**src/rtl/skew_buf_pkg.sv**
```systemverilog
// Shared types and sizing helpers for the skewed operand tile buffer.
package skew_buf_pkg;

  typedef enum logic {
    ST_IDLE   = 1'b0,
    ST_STREAM = 1'b1
  } state_e;

  typedef logic bank_idx_t;

  // Valid steps per tile: the last lane finishes ROWS-1 steps after lane 0.
  function automatic int step_count(input int rows, input int k);
    return k + rows - 1;
  endfunction

  function automatic int cnt_width(input int n);
    return (n > 1) ? $clog2(n) : 1;
  endfunction

endpackage

```
**src/rtl/skew_bank.sv**
```systemverilog
// One ROWS x K operand bank: whole-row write port, diagonal read port.
// Lane i shows element t-i of row i inside its window, zero elsewhere.
module skew_bank
  import skew_buf_pkg::*;
#(
  parameter int BITS = 8,
  parameter int ROWS = 8,
  parameter int K    = 8,
  parameter int RW   = 3,
  parameter int TW   = 4
) (
  input  logic                 clk,
  input  logic                 wr_en_i,
  input  logic [RW-1:0]        wr_row_i,
  input  logic [K*BITS-1:0]    wr_data_i,
  input  logic [TW-1:0]        t_i,
  output logic [ROWS*BITS-1:0] lanes_o
);

  logic [K*BITS-1:0] mem_q [ROWS];

  // Storage is deliberately unreset; unwritten rows keep stale contents.
  always_ff @(posedge clk) begin
    if (wr_en_i) begin
      mem_q[wr_row_i] <= wr_data_i;
    end
  end

  for (genvar i = 0; i < ROWS; i++) begin : g_lane
    logic [BITS-1:0] lane_dat;

    always_comb begin
      lane_dat = '0;
      if (int'(t_i) >= i && int'(t_i) < i + K) begin
        lane_dat = BITS'(mem_q[i] >> ((int'(t_i) - i) * BITS));
      end
    end

    assign lanes_o[i*BITS +: BITS] = lane_dat;
  end

endmodule

```
**src/rtl/skew_tile_buffer.sv**
```systemverilog
// Ping-pong operand tile buffer feeding the systolic array with a diagonal skew.
// Host fills the free bank while the committed bank streams K+ROWS-1 steps.
module skew_tile_buffer
  import skew_buf_pkg::*;
#(
  parameter int BITS = 8,
  parameter int ROWS = 8,
  parameter int K    = 8
) (
  input  logic                       clk,
  input  logic                       rst_n,
  input  logic                       wr_en,
  input  logic [cnt_width(ROWS)-1:0] wr_row,
  input  logic [K*BITS-1:0]          wr_data,
  input  logic                       wr_commit,
  output logic                       wr_ready,
  input  logic                       en,
  output logic                       out_valid,
  output logic [ROWS*BITS-1:0]       out_data,
  output logic                       out_first,
  output logic                       out_last,
  output logic                       busy
);

  localparam int STEPS = step_count(ROWS, K);
  localparam int TW    = cnt_width(STEPS);
  localparam int RW    = cnt_width(ROWS);

  state_e          state_q, state_d;
  logic [1:0]      full_q, full_d;
  bank_idx_t       wr_ptr_q, wr_ptr_d;
  bank_idx_t       rd_ptr_q, rd_ptr_d;
  logic [TW-1:0]   t_q, t_d;

  logic            wr_ok;
  logic            wr_acc;
  logic            do_commit;
  logic            last_step;
  logic            stream_rel;
  logic [1:0]      bank_we;
  logic [ROWS*BITS-1:0] lanes0, lanes1;

  assign wr_ok      = !full_q[wr_ptr_q];
  assign wr_acc     = wr_en && wr_ok && (int'(wr_row) < ROWS);
  assign do_commit  = wr_commit && wr_ok;
  assign last_step  = (t_q == TW'(STEPS - 1));
  assign stream_rel = (state_q == ST_STREAM) && en && last_step;
  assign bank_we[0] = wr_acc && !wr_ptr_q;
  assign bank_we[1] = wr_acc && wr_ptr_q;

  skew_bank #(.BITS(BITS), .ROWS(ROWS), .K(K), .RW(RW), .TW(TW)) u_bank0 (
    .clk       (clk),
    .wr_en_i   (bank_we[0]),
    .wr_row_i  (wr_row),
    .wr_data_i (wr_data),
    .t_i       (t_q),
    .lanes_o   (lanes0)
  );

  skew_bank #(.BITS(BITS), .ROWS(ROWS), .K(K), .RW(RW), .TW(TW)) u_bank1 (
    .clk       (clk),
    .wr_en_i   (bank_we[1]),
    .wr_row_i  (wr_row),
    .wr_data_i (wr_data),
    .t_i       (t_q),
    .lanes_o   (lanes1)
  );

  always_ff @(posedge clk or negedge rst_n) begin
    if (!rst_n) begin
      state_q  <= ST_IDLE;
      full_q   <= 2'b00;
      wr_ptr_q <= 1'b0;
      rd_ptr_q <= 1'b0;
      t_q      <= '0;
    end else begin
      state_q  <= state_d;
      full_q   <= full_d;
      wr_ptr_q <= wr_ptr_d;
      rd_ptr_q <= rd_ptr_d;
      t_q      <= t_d;
    end
  end

  // On the final step, chain straight into the other bank if it is already full.
  always_comb begin
    state_d  = state_q;
    t_d      = t_q;
    rd_ptr_d = rd_ptr_q;
    case (state_q)
      ST_IDLE: begin
        if (full_q[rd_ptr_q]) begin
          state_d = ST_STREAM;
          t_d     = '0;
        end
      end
      ST_STREAM: begin
        if (en) begin
          if (last_step) begin
            rd_ptr_d = ~rd_ptr_q;
            t_d      = '0;
            if (!full_q[~rd_ptr_q]) begin
              state_d = ST_IDLE;
            end
          end else begin
            t_d = t_q + 1'b1;
          end
        end
      end
      default: state_d = ST_IDLE;
    endcase
  end

  // Release and commit always address different banks, so both may apply.
  always_comb begin
    full_d   = full_q;
    wr_ptr_d = wr_ptr_q;
    if (stream_rel) begin
      full_d[rd_ptr_q] = 1'b0;
    end
    if (do_commit) begin
      full_d[wr_ptr_q] = 1'b1;
      wr_ptr_d         = ~wr_ptr_q;
    end
  end

  always_comb begin
    busy      = (state_q == ST_STREAM);
    out_valid = busy && en;
    out_first = out_valid && (t_q == '0);
    out_last  = out_valid && last_step;
    wr_ready  = wr_ok;
    out_data  = '0;
    if (busy) begin
      out_data = rd_ptr_q ? lanes1 : lanes0;
    end
  end

endmodule

```
**config.mk**
```make
export PLATFORM = sky130hd
export DESIGN_NAME = skew_tile_buffer
export DESIGN_NICKNAME = d
export VERILOG_FILES = /design/src/rtl/skew_buf_pkg.sv /design/src/rtl/skew_bank.sv /design/src/rtl/skew_tile_buffer.sv
export SDC_FILE = /design/constraint.sdc
export NUM_CORES = 1
export LEC_CHECK = 0
export ABC_AREA = 1
export ABC_CLOCK_PERIOD_IN_PS = 9450
export CORE_UTILIZATION = 40
export CTS_CLUSTER_DIAMETER = 50
export DETAILED_ROUTE_END_ITERATION = 16
export SYNTH_ARGS = -nofsm -noshare
export SYNTH_HDL_FRONTEND = slang
export SYNTH_SLANG_ARGS = --single-unit
export TNS_END_PERCENT = 30
```
**constraint.sdc**
```tcl
create_clock -name clk -period 9.45 [get_ports clk]
set_input_delay 1.4175 -clock clk [delete_from_list [all_inputs] [get_ports clk]]
set_output_delay 1.4175 -clock clk [all_outputs]
set_load 0.05 [all_outputs]
```
# ---- Word level (Yosys, flattened, before mapping)
# Memories as Yosys holds them, arrays and structs flattened.
# Cells that the tools add are included.
dict set report totals {
  inputBits 72
  latchBits 0
  register_bits 9
  memories 2
  output_inout_bits 69
  ram_bits 1024
  word_cells 124
  romBits 0
}
# name depth width read_ports rd_clocked_by_memory_dff wr line_no
set mem_list {}
lappend mem_list {u_bank0.mem_q 8 64 8 0 1 skew_bank.sv:20} ;# logic [K*BITS-1:0] mem_q [ROWS];
lappend mem_list {u_bank1.mem_q 8 64 8 0 1 skew_bank.sv:20}
dict set report op_classes {
  bitwise 6
  reduce_logical 21
  n_shift 16
  n_lt_le_gt_ge 20
  div_mod_pow 0
  mul 0
  n_eq_ne 3
  addsub 8
  muxes 43
}
# op n
set ops {}
lappend ops {{$shr A64 B32 Y8} 14}
lappend ops {{$mux W64} 2}
lappend ops {{$mux W8} 16}
lappend ops {{$shr A64 B7 Y8} 2}
lappend ops {{$lt A4 B4 Y1 const B} 8}
lappend ops {{$sub A4 B3 Y5 const B} 4}
lappend ops {{$ge A4 B3 Y1 const B} 4}
lappend ops {{$logic_and A1 B1 Y1} 16}
lappend ops {{$mux W1} 16}
lappend ops {{$mux W4} 3}
lappend ops {{$sub A4 B2 Y5 const B} 2}
lappend ops {{$ge A4 B2 Y1 const B} 2}
lappend ops {{$pmux W4 S2} 1}
lappend ops {{$lt A1 B2 Y1 const B} 3}
lappend ops {{$sub A4 B1 Y5 const B} 1}
lappend ops {{$add A4 B1 Y4 const B} 1}
lappend ops {{$eq A4 B4 Y1 const B} 1}
lappend ops {{$ge A4 B1 Y1 const B} 1}
lappend ops {{$logic_not A4 Y1} 1}
lappend ops {{$mux W2} 2}
lappend ops {{$ne A2 B2 Y1 const B} 2}
lappend ops {{$not A1 Y1} 3}
lappend ops {{$reduce_and A3 Y1} 1}
lappend ops {{$and A2 B2 Y2} 1}
lappend ops {{7 further kinds} 10}

# ---- Depth between registers and ports, before layout
# Gate-level depths: netlist of run 1.
dict set report logic_depth {
  ltp_word 9
  mapped_depth 15
  depth_no_buf 11
}

# ---- By module
# From an unflattened synthesis of run 1, not the netlist that was laid out.
dict set report hier_totals {
  hier_cells 4039
  area_unflattened_um2 44270.0
}
# module area_per_inst_um2 seq_area_each_um2 cells_each instances
set by_module_without_submodules {}
lappend by_module_without_submodules {{skew_bank (u_bank1)} 21390.5 15374.7 1876 1}
lappend by_module_without_submodules {{skew_bank (u_bank0)} 21388.0 15374.7 1875 1}
lappend by_module_without_submodules {skew_tile_buffer 1491.4 225.2 288 1}

# ---- Worst setup path before layout of run 1
# No wires, ideal clock.
dict set report synth_timing {
  kind {register -> register}
  start {reg wr_ptr_q}
  end {mem u_bank0.mem_q[0][0] in the netlist's numbering (enable)}
  arrival_ns 4.896
  period_less_slack_ns 5.381
  n_path_buf 0
  path_slack_ns 4.069
  t_required_ns 8.964
  stages_incl_launch_ff 4
  setup_time_ns 0.486
  path_cell_list {dfrtp_1 -> o21ai_0 -> nand3_1 -> nor2_1}
}
dict set report synth_between {
  elab_chain_len 7
  word_cells_on_any_way 8
  cone_classes {4 x mux; 4 x reduce/logical}
}
# item line_no
set synth_rtl {}
lappend synth_rtl {{start: declaration} skew_tile_buffer.sv:31} ;# bank_idx_t wr_ptr_q, wr_ptr_d;
lappend synth_rtl {{start signal: assignment} skew_tile_buffer.sv:79} ;# wr_ptr_q <= wr_ptr_d;
lappend synth_rtl {{$mux W1 (not written as such) (2 in series)} skew_tile_buffer.sv:43} ;# assign wr_ok = !full_q[wr_ptr_q];
lappend synth_rtl {{$logic_not A1 Y1} skew_tile_buffer.sv:43}
lappend synth_rtl {{via wr_ready} skew_tile_buffer.sv:16} ;# output logic wr_ready,
lappend synth_rtl {{$logic_and A1 B1 Y1} skew_tile_buffer.sv:44} ;# assign wr_acc = wr_en && wr_ok && (int'(wr_row) < ROWS);
lappend synth_rtl {{$logic_and A1 B1 Y1} skew_tile_buffer.sv:48} ;# assign bank_we[0] = wr_acc && !wr_ptr_q;
lappend synth_rtl {{$mux W1} skew_bank.sv:24} ;# if (wr_en_i) begin
lappend synth_rtl {{$mux W1 (not written as such)} skew_bank.sv:25} ;# mem_q[wr_row_i] <= wr_data_i;
lappend synth_rtl {{end: declaration} skew_bank.sv:20}
# The timed path passes the listed nets, and every way through them passes these cells. The select of a mux whose other input is x is not followed.

# ---- Worst setup path in the final report of run 1
dict set report layout_timing {
  start {reg t_q[0]}
  end {out out_data[26]}
}
dict set report layout_between {
  elab_chain_len 5
  word_cells_on_any_way 10
  cone_classes {1 x add/sub; 2 x order compare; 2 x shift; 4 x mux; 1 x reduce/logical}
}
# item line_no
set layout_rtl {}
lappend layout_rtl {{start: declaration} skew_tile_buffer.sv:33} ;# logic [TW-1:0] t_q, t_d;
lappend layout_rtl {{start signal: assignment} skew_tile_buffer.sv:81} ;# t_q <= t_d;
lappend layout_rtl {{$sub A4 B2 Y5 (tied with other cells)} skew_bank.sv:35} ;# lane_dat = BITS'(mem_q[i] >> ((int'(t_i) - i) * BITS));
lappend layout_rtl {{$shr A64 B32 Y8 / $logic_and A1 B1 Y1 (equally long branches)} {skew_bank.sv:35, skew_bank.sv:34}}
lappend layout_rtl {{$mux W8} skew_bank.sv:34} ;# if (int'(t_i) >= i && int'(t_i) < i + K) begin
lappend layout_rtl {{$mux W64 (*)} skew_tile_buffer.sv:135} ;# out_data = rd_ptr_q ? lanes1 : lanes0;
lappend layout_rtl {{$mux W64 (*)} skew_tile_buffer.sv:134} ;# if (busy) begin
lappend layout_rtl {{end: declaration} skew_tile_buffer.sv:19} ;# output logic [ROWS*BITS-1:0] out_data,
# Mark *: on every way between the ends. The rest lies on a longest branch, timed or not.

==> flow_summary_export.csv, run 1 <==
group,metric,value,unit
die,ios,141,
grt,track_usage,0.243,
layout,drive_above_1_share,0.0759,
clock_tree,htree_levels,3,
timing,finalWorstSetupSlack,1.92,ns
die,start_util,0.406,
timing,post-route-period-util,0.797,
layout,ff_latch_area,31000,um^2
grt,antenna_found_initial,20,
layout,multiInputGateArea,9700,um^2
worst_hold_path,hold_path_startpoint,"full_q[1]",
synthesis,synth_commonest_cells,"edfxtp_1, nand2_1, nand3_1, nor2_1, a21oi_1",
layout,final_util,0.468,
route,viasPerCell,5.68,
route,drt_iter0_markers,3841,
power,p_leak,16.5,nW
clock_tree,root_buffer,"clkbuf_16",
setup_path,worstSetupPathType,"register to primary output",
grt,overflow,0,
synthesis,synth.distinct_cells,27,
route,detail_route.wl_per_cell,26.1,um
synthesis,synth.avg_cell_area,12.2,um^2
route,ant_nets,0,
timing,worstMarginPinSlew,1.29,ns
die,die_area,105000,um^2
worst_hold_path,hold-path-endpoint,"full_q[1]",
die,die_w,325,um
layout,finalNonFillerCells,4982,
placement,io_buffers,140,
synthesis,synth-seq-cells,1033,
placement,hpwl,68900,um
synthesis,ys.flop_type,"edfxtp_1",
timing,fmax,133,MHz
power,power_density,324,nW/um^2
clock_tree,post_cts_buffers,0,
timing,relSlewSlack,0.139,
clock_tree,cts_resized,0,
placement,dp.cells,4773,
layout,final.fill_count,9198,
synthesis,synthMostInstantiatedCell,"edfxtp_1",
grt,grt_max_degree,121,
clock_tree,ctsHoldBuffers,0,
clock_tree,cts.reportedPaths.clkPinSlew,0.06,ns
die,fp-row-count,117,
clock_tree,numClockSinks,1033,
clock_tree,cts_tree,"yes",
setup_path,cp_max_fo,120,
power,vdd_drop_max,276,uV
worst_hold_path,hp-class,"register to register",
layout,fin_area,47900,um^2
layout,layout.nets,3608,
synthesis,synthCells,3409,
setup_path,worst-r2r-cell-count,8,
grt,grt_pass1_wl,188000,um
synthesis,seq_area_frac_synth,0.744,
setup_path,arrival,6.12,ns
clock_tree,clockBufferDepth,3,
synthesis,async_reset_ff_frac,0.00871,
outcome,status,"finished clean",
route,wirelength,130000,um
synthesis,synth_top_area_cell,"edfxtp_1",
route,drc,0,
power,power,15.5,mW
grt,grt_pass1_vias,26500,
placement,place_ws,2.63,ns
flow_run,maxCapViolations,0,
die,die_h,325,um
timing,fin_hold_ws,0.505,ns
synthesis,yosysWarnings,0,
synthesis,synth-edff-count,1024,
timing,finalSetupViolCount,0,
layout,synthToLayoutAreaGrowth,15.1,%
setup_path,worstSetupEndpointType,"primary output",
timing,hold_violations,0,
setup_path,r2r_slack,5.69,ns
route,vias,28300,
setup_path,cp.required,8.03,ns
die,core_area,102000,um^2
setup_path,rr_startpoint,"t_q[0]",
timing,fin_skew,0.0208,ns
placement,place_congestion,0.836,
synthesis,synth.area.top_cells,"edfxtp_1, nand2_1, nand3_1, nor2_1, a21oi_1",
timing,slew_violations,0,
timing,period_needed,7.53,ns
placement,place_area,44400,um^2
route,drt-pass1-iter-count,5,
synthesis,synth_nets,3498,
timing,rsz0062_at_grt,"false",
worst_hold_path,min_path_cells,2,
setup_path,startpoint_type,"register",
clock_tree,cts_made_buffers,112,
setup_path,r2r_end,"full_q[1]",
synthesis,synth_area,41600,um^2
synthesis,synth_top_area_frac,0.739,
clock_tree,clock_latency,0.68,ns
timing,fin_tns_setup,0,ns
==> registers in the layout (all words and copies together), names as in the netlist <==
register and flops:
busy 1, full_q 2, u_bank0.mem_q 512, wr_ptr_q 1, t_q 4, rd_ptr_q 1, u_bank1.mem_q 512
==> kinds of logic (layout without fill, tap and decap cells) <==
kind of cell / after synthesis / after routing / share of synthesized area
AND/OR/NAND/NOR: 1847 / 1847 / 0.188
AO/OA/AOI/OAI: 260 / 260 / 0.0347
XOR/XNOR: 5 / 5 / 0.00105
flip-flops: 1033 / 1033 / 0.744
buffers and inverters: 247 / 447 / 0.0264
other: 0 / 5 / 0
adder cells (fa/ha/maj): 17 / 17 / 0.00511
==> layer usage <==
layer  global-route usage  vias up  share of wire
li1                     -    12400              -
met1                0.346    14000           0.41
met2                0.376     1603           0.46
met3               0.0457      212           0.10
met4               0.0799        4          0.030
met5                    0        -        0.00015
==> worst max-delay path by stage <==
| stage | slack, ns | cells after the start | from | to |
|---|---|---|---|---|
| after floorplan | 4.07 | 3 | wr_ptr_q | u_bank0.mem_q[0][0] |
| after global placement | 2.66 | 10 | t_q[0] | out_data[26] |
| after detailed placement | 2.63 | 10 | t_q[0] | out_data[26] |
| after CTS | 1.89 | 10 | t_q[0] | out_data[26] |
| after global routing | 1.73 | 10 | t_q[0] | out_data[26] |
| final | 1.92 | 10 | t_q[0] | out_data[26] |
==> power by group <==
part           switching (mW)  internal [mW]  leakage [nW]
Combinational            4.40           1.59          5.45
Sequential              0.167           5.13          9.31
Clock                    1.78           2.43          1.70
Total                    6.35           9.15          16.5
==> area by class of cell <==
type | instances | area share
Multi-Input combinational cell | 2129 | 0.202
Clock buffer | 140 | 0.0619
Inverter | 37 | 0.00319
Sequential cell | 1033 | 0.647
Tap cell | 1368 | 0.0357
Timing Repair Buffer | 206 | 0.0384
Clock inverter | 64 | 0.0114
Antenna cell | 5 | 0.000261
==> critical path, cell delays in order (launching register included) <==
cell	delay [ns]
dfrtp_4	1.07
inv_8	0.50
ha_4	0.96
inv_4	0.50
buf_4	0.48
nand3_1	0.16
nand3_1	0.07
nand3_1	0.21
nand2_1	0.08
a31oi_1	0.33
clkdlybuf4s50_1	0.88
==> layout by cell type, fill, tap and decap left out, drive strengths merged, types with 17 or more instances in the layout <==
master         Yosys  final
edfxtp          1024   1024
nand2            961    961
nand3            710    710
nor2             173    173
clkbuf            72    140
clkdlybuf4s50      0    129
a21oi            117    117
o21ai             79     79
buf              138     77
clkinv             2     45
inv               35     40
o211ai            26     26
a31oi             22     22
ha                17     17
Power figures use the tool's default switching activity.
==> run 2: changes to the inputs <==
ABC_CLOCK_PERIOD_IN_PS = 6600   (was 9450)
clock period = 6.6 ns   (was 9.45 ns; I/O delays follow)
==> run 2 against run 1 <==
  * Via count shrank 0.51%
  * Worst setup slack lost 1.1 ns
  * Combinational power grew 46%
  * Cell count grew 0.46%
  * First-iteration DRC count shrank 5.5%
  * Count of clock-buffer cells in the layout shrank 9
  * Wire length shrank 0.72%
==> flow_summary_export.csv, run 2 (synthesis results as in run 1) <==
group,metric,value,unit
timing,hold_violations,0,
power,power,22.4,mW
timing,finalSetupViolCount,0,
timing,fin_hold_ws,0.520,ns
layout,finalNonFillerCells,5005,
clock_tree,cts.reportedPaths.clkPinSlew,0.06,ns
setup_path,worstSetupPathType,"register to primary output",
worst_hold_path,hp-class,"register to register",
layout,final_common_cell,"edfxtp_1",
die,die_h,325,um
grt,grt_pass1_wl,185000,um
timing,fin_tns_setup,0,ns
grt,overflow,0,
setup_path,cp.required,5.61,ns
clock_tree,clock_latency,0.69,ns
timing,post-route-period-util,0.871,
power,vdd_drop_max,512,uV
die,ios,141,
clock_tree,cts_tree,"yes",
clock_tree,cts_resized,0,
die,fp-row-count,117,
route,wirelength,129000,um
layout,final.fill_count,9181,
die,die_w,325,um
clock_tree,root_buffer,"clkbuf_16",
layout,drive_above_1_share,0.0917,
route,detail_route.wl_per_cell,25.8,um
power,p_leak,16.7,nW
power,power_density,465,nW/um^2
outcome,status,"finished clean",
route,viasPerCell,5.62,
die,start_util,0.406,
layout,final_cell_mix,"edfxtp_1, nand2_1, nand3_1, nor2_1, buf_4",
timing,relSlewSlack,0.171,
timing,fin_skew,0.0233,ns
clock_tree,post_cts_buffers,0,
layout,layout.nets,3632,
layout,fin_area,48200,um^2
placement,place_area,44600,um^2
timing,slew_violations,0,
route,ant_nets,0,
placement,hpwl,70400,um
layout,reg_top3,"u_bank0.mem_q (512), u_bank1.mem_q (512), t_q (4)",
clock_tree,cts_made_buffers,113,
grt,grt_max_degree,134,
die,die_area,105000,um^2
placement,io_buffers,140,
route,drc,0,
clock_tree,numClockSinks,1033,
timing,period_needed,5.75,ns
setup_path,arrival,4.76,ns
placement,place_congestion,0.796,
route,drt_iter0_markers,3630,
timing,rsz0062_at_grt,"false",
clock_tree,htree_levels,3,
timing,fmax,174,MHz
setup_path,startpoint_type,"register",
clock_tree,clockBufferDepth,3,
setup_path,cp_max_fo,40,
timing,worstMarginPinSlew,1.24,ns
die,core_area,102000,um^2
placement,dp.cells,4796,
grt,antenna_found_initial,21,
clock_tree,ctsHoldBuffers,0,
route,vias,28200,
grt,grt_pass1_vias,26400,
grt,track_usage,0.241,
route,drt-pass1-iter-count,7,
flow_run,maxCapViolations,0,
layout,synthToLayoutAreaGrowth,15.8,%
setup_path,worstSetupEndpointType,"primary output",
[run 2: power by group]
| group | switching [mW] | total (mW) | internal, mW |
|---|---|---|---|
| logic | 6.40 | 8.75 | 2.35 |
| registers | 0.172 | 7.52 | 7.35 |
| clock network | 2.58 | 6.17 | 3.59 |
[run 2: per-stage QoR]
| step | utilization | worst slack (ns) |
|---|---|---|
| global route | 0.470 | 0.645 |
| CTS | 0.470 | 0.851 |
| finish | 0.470 | 0.850 |
| floorplan | - | 1.22 |
| detailed placement | 0.435 | 1.56 |
| global placement | 0.435 | 1.60 |
[run 2: layer usage]
metal,GRT usage,vias up,share of wire
li1,-,12500,-
met1,0.336,14000,0.40
met2,0.383,1505,0.47
met3,0.0380,202,0.092
met4,0.0831,0,0.032
met5,0,-,0
[run 2: final timing paths]
path                            from                   end  slack [ns]  cells past startpoint
min in group asynchronous      rst_n             full_q[1]        0.71                      1
max reg2reg                full_q[0]  u_bank0.mem_q[4][22]        3.07                      4
max in group asynchronous      rst_n                t_q[1]        5.42                      1
min                         wr_ptr_q             full_q[0]        0.52                      1
min reg2reg                 wr_ptr_q             full_q[0]        0.52                      1
max                           t_q[1]          out_data[61]        0.85                     10
[run 2: worst max-delay path, stage by stage, from the launching register on]
cell and delay, ns:
dfrtp_4 0.80, ha_1 0.39, nand2_1 0.43, nand2_2 0.82
nand2_1 0.13, nand3_1 0.13, nand3_1 0.10, nand3_1 0.11
nand2_1 0.10, nor2_1 0.20, clkdlybuf4s50_1 0.86
[run 2: final cells by class]
class / instances / area [um^2] / area share
sequential: 1033 / 31000 / 0.643
clock buffer: 131 / 2960 / 0.0614
clock inverter: 74 / 674 / 0.0140
inverter: 37 / 153 / 0.00317
antenna: 4 / 10.0 / 0.000208
tap: 1368 / 1710 / 0.0355
multi-input combinational: 2129 / 9690 / 0.201
timing repair buffer: 229 / 2030 / 0.0421
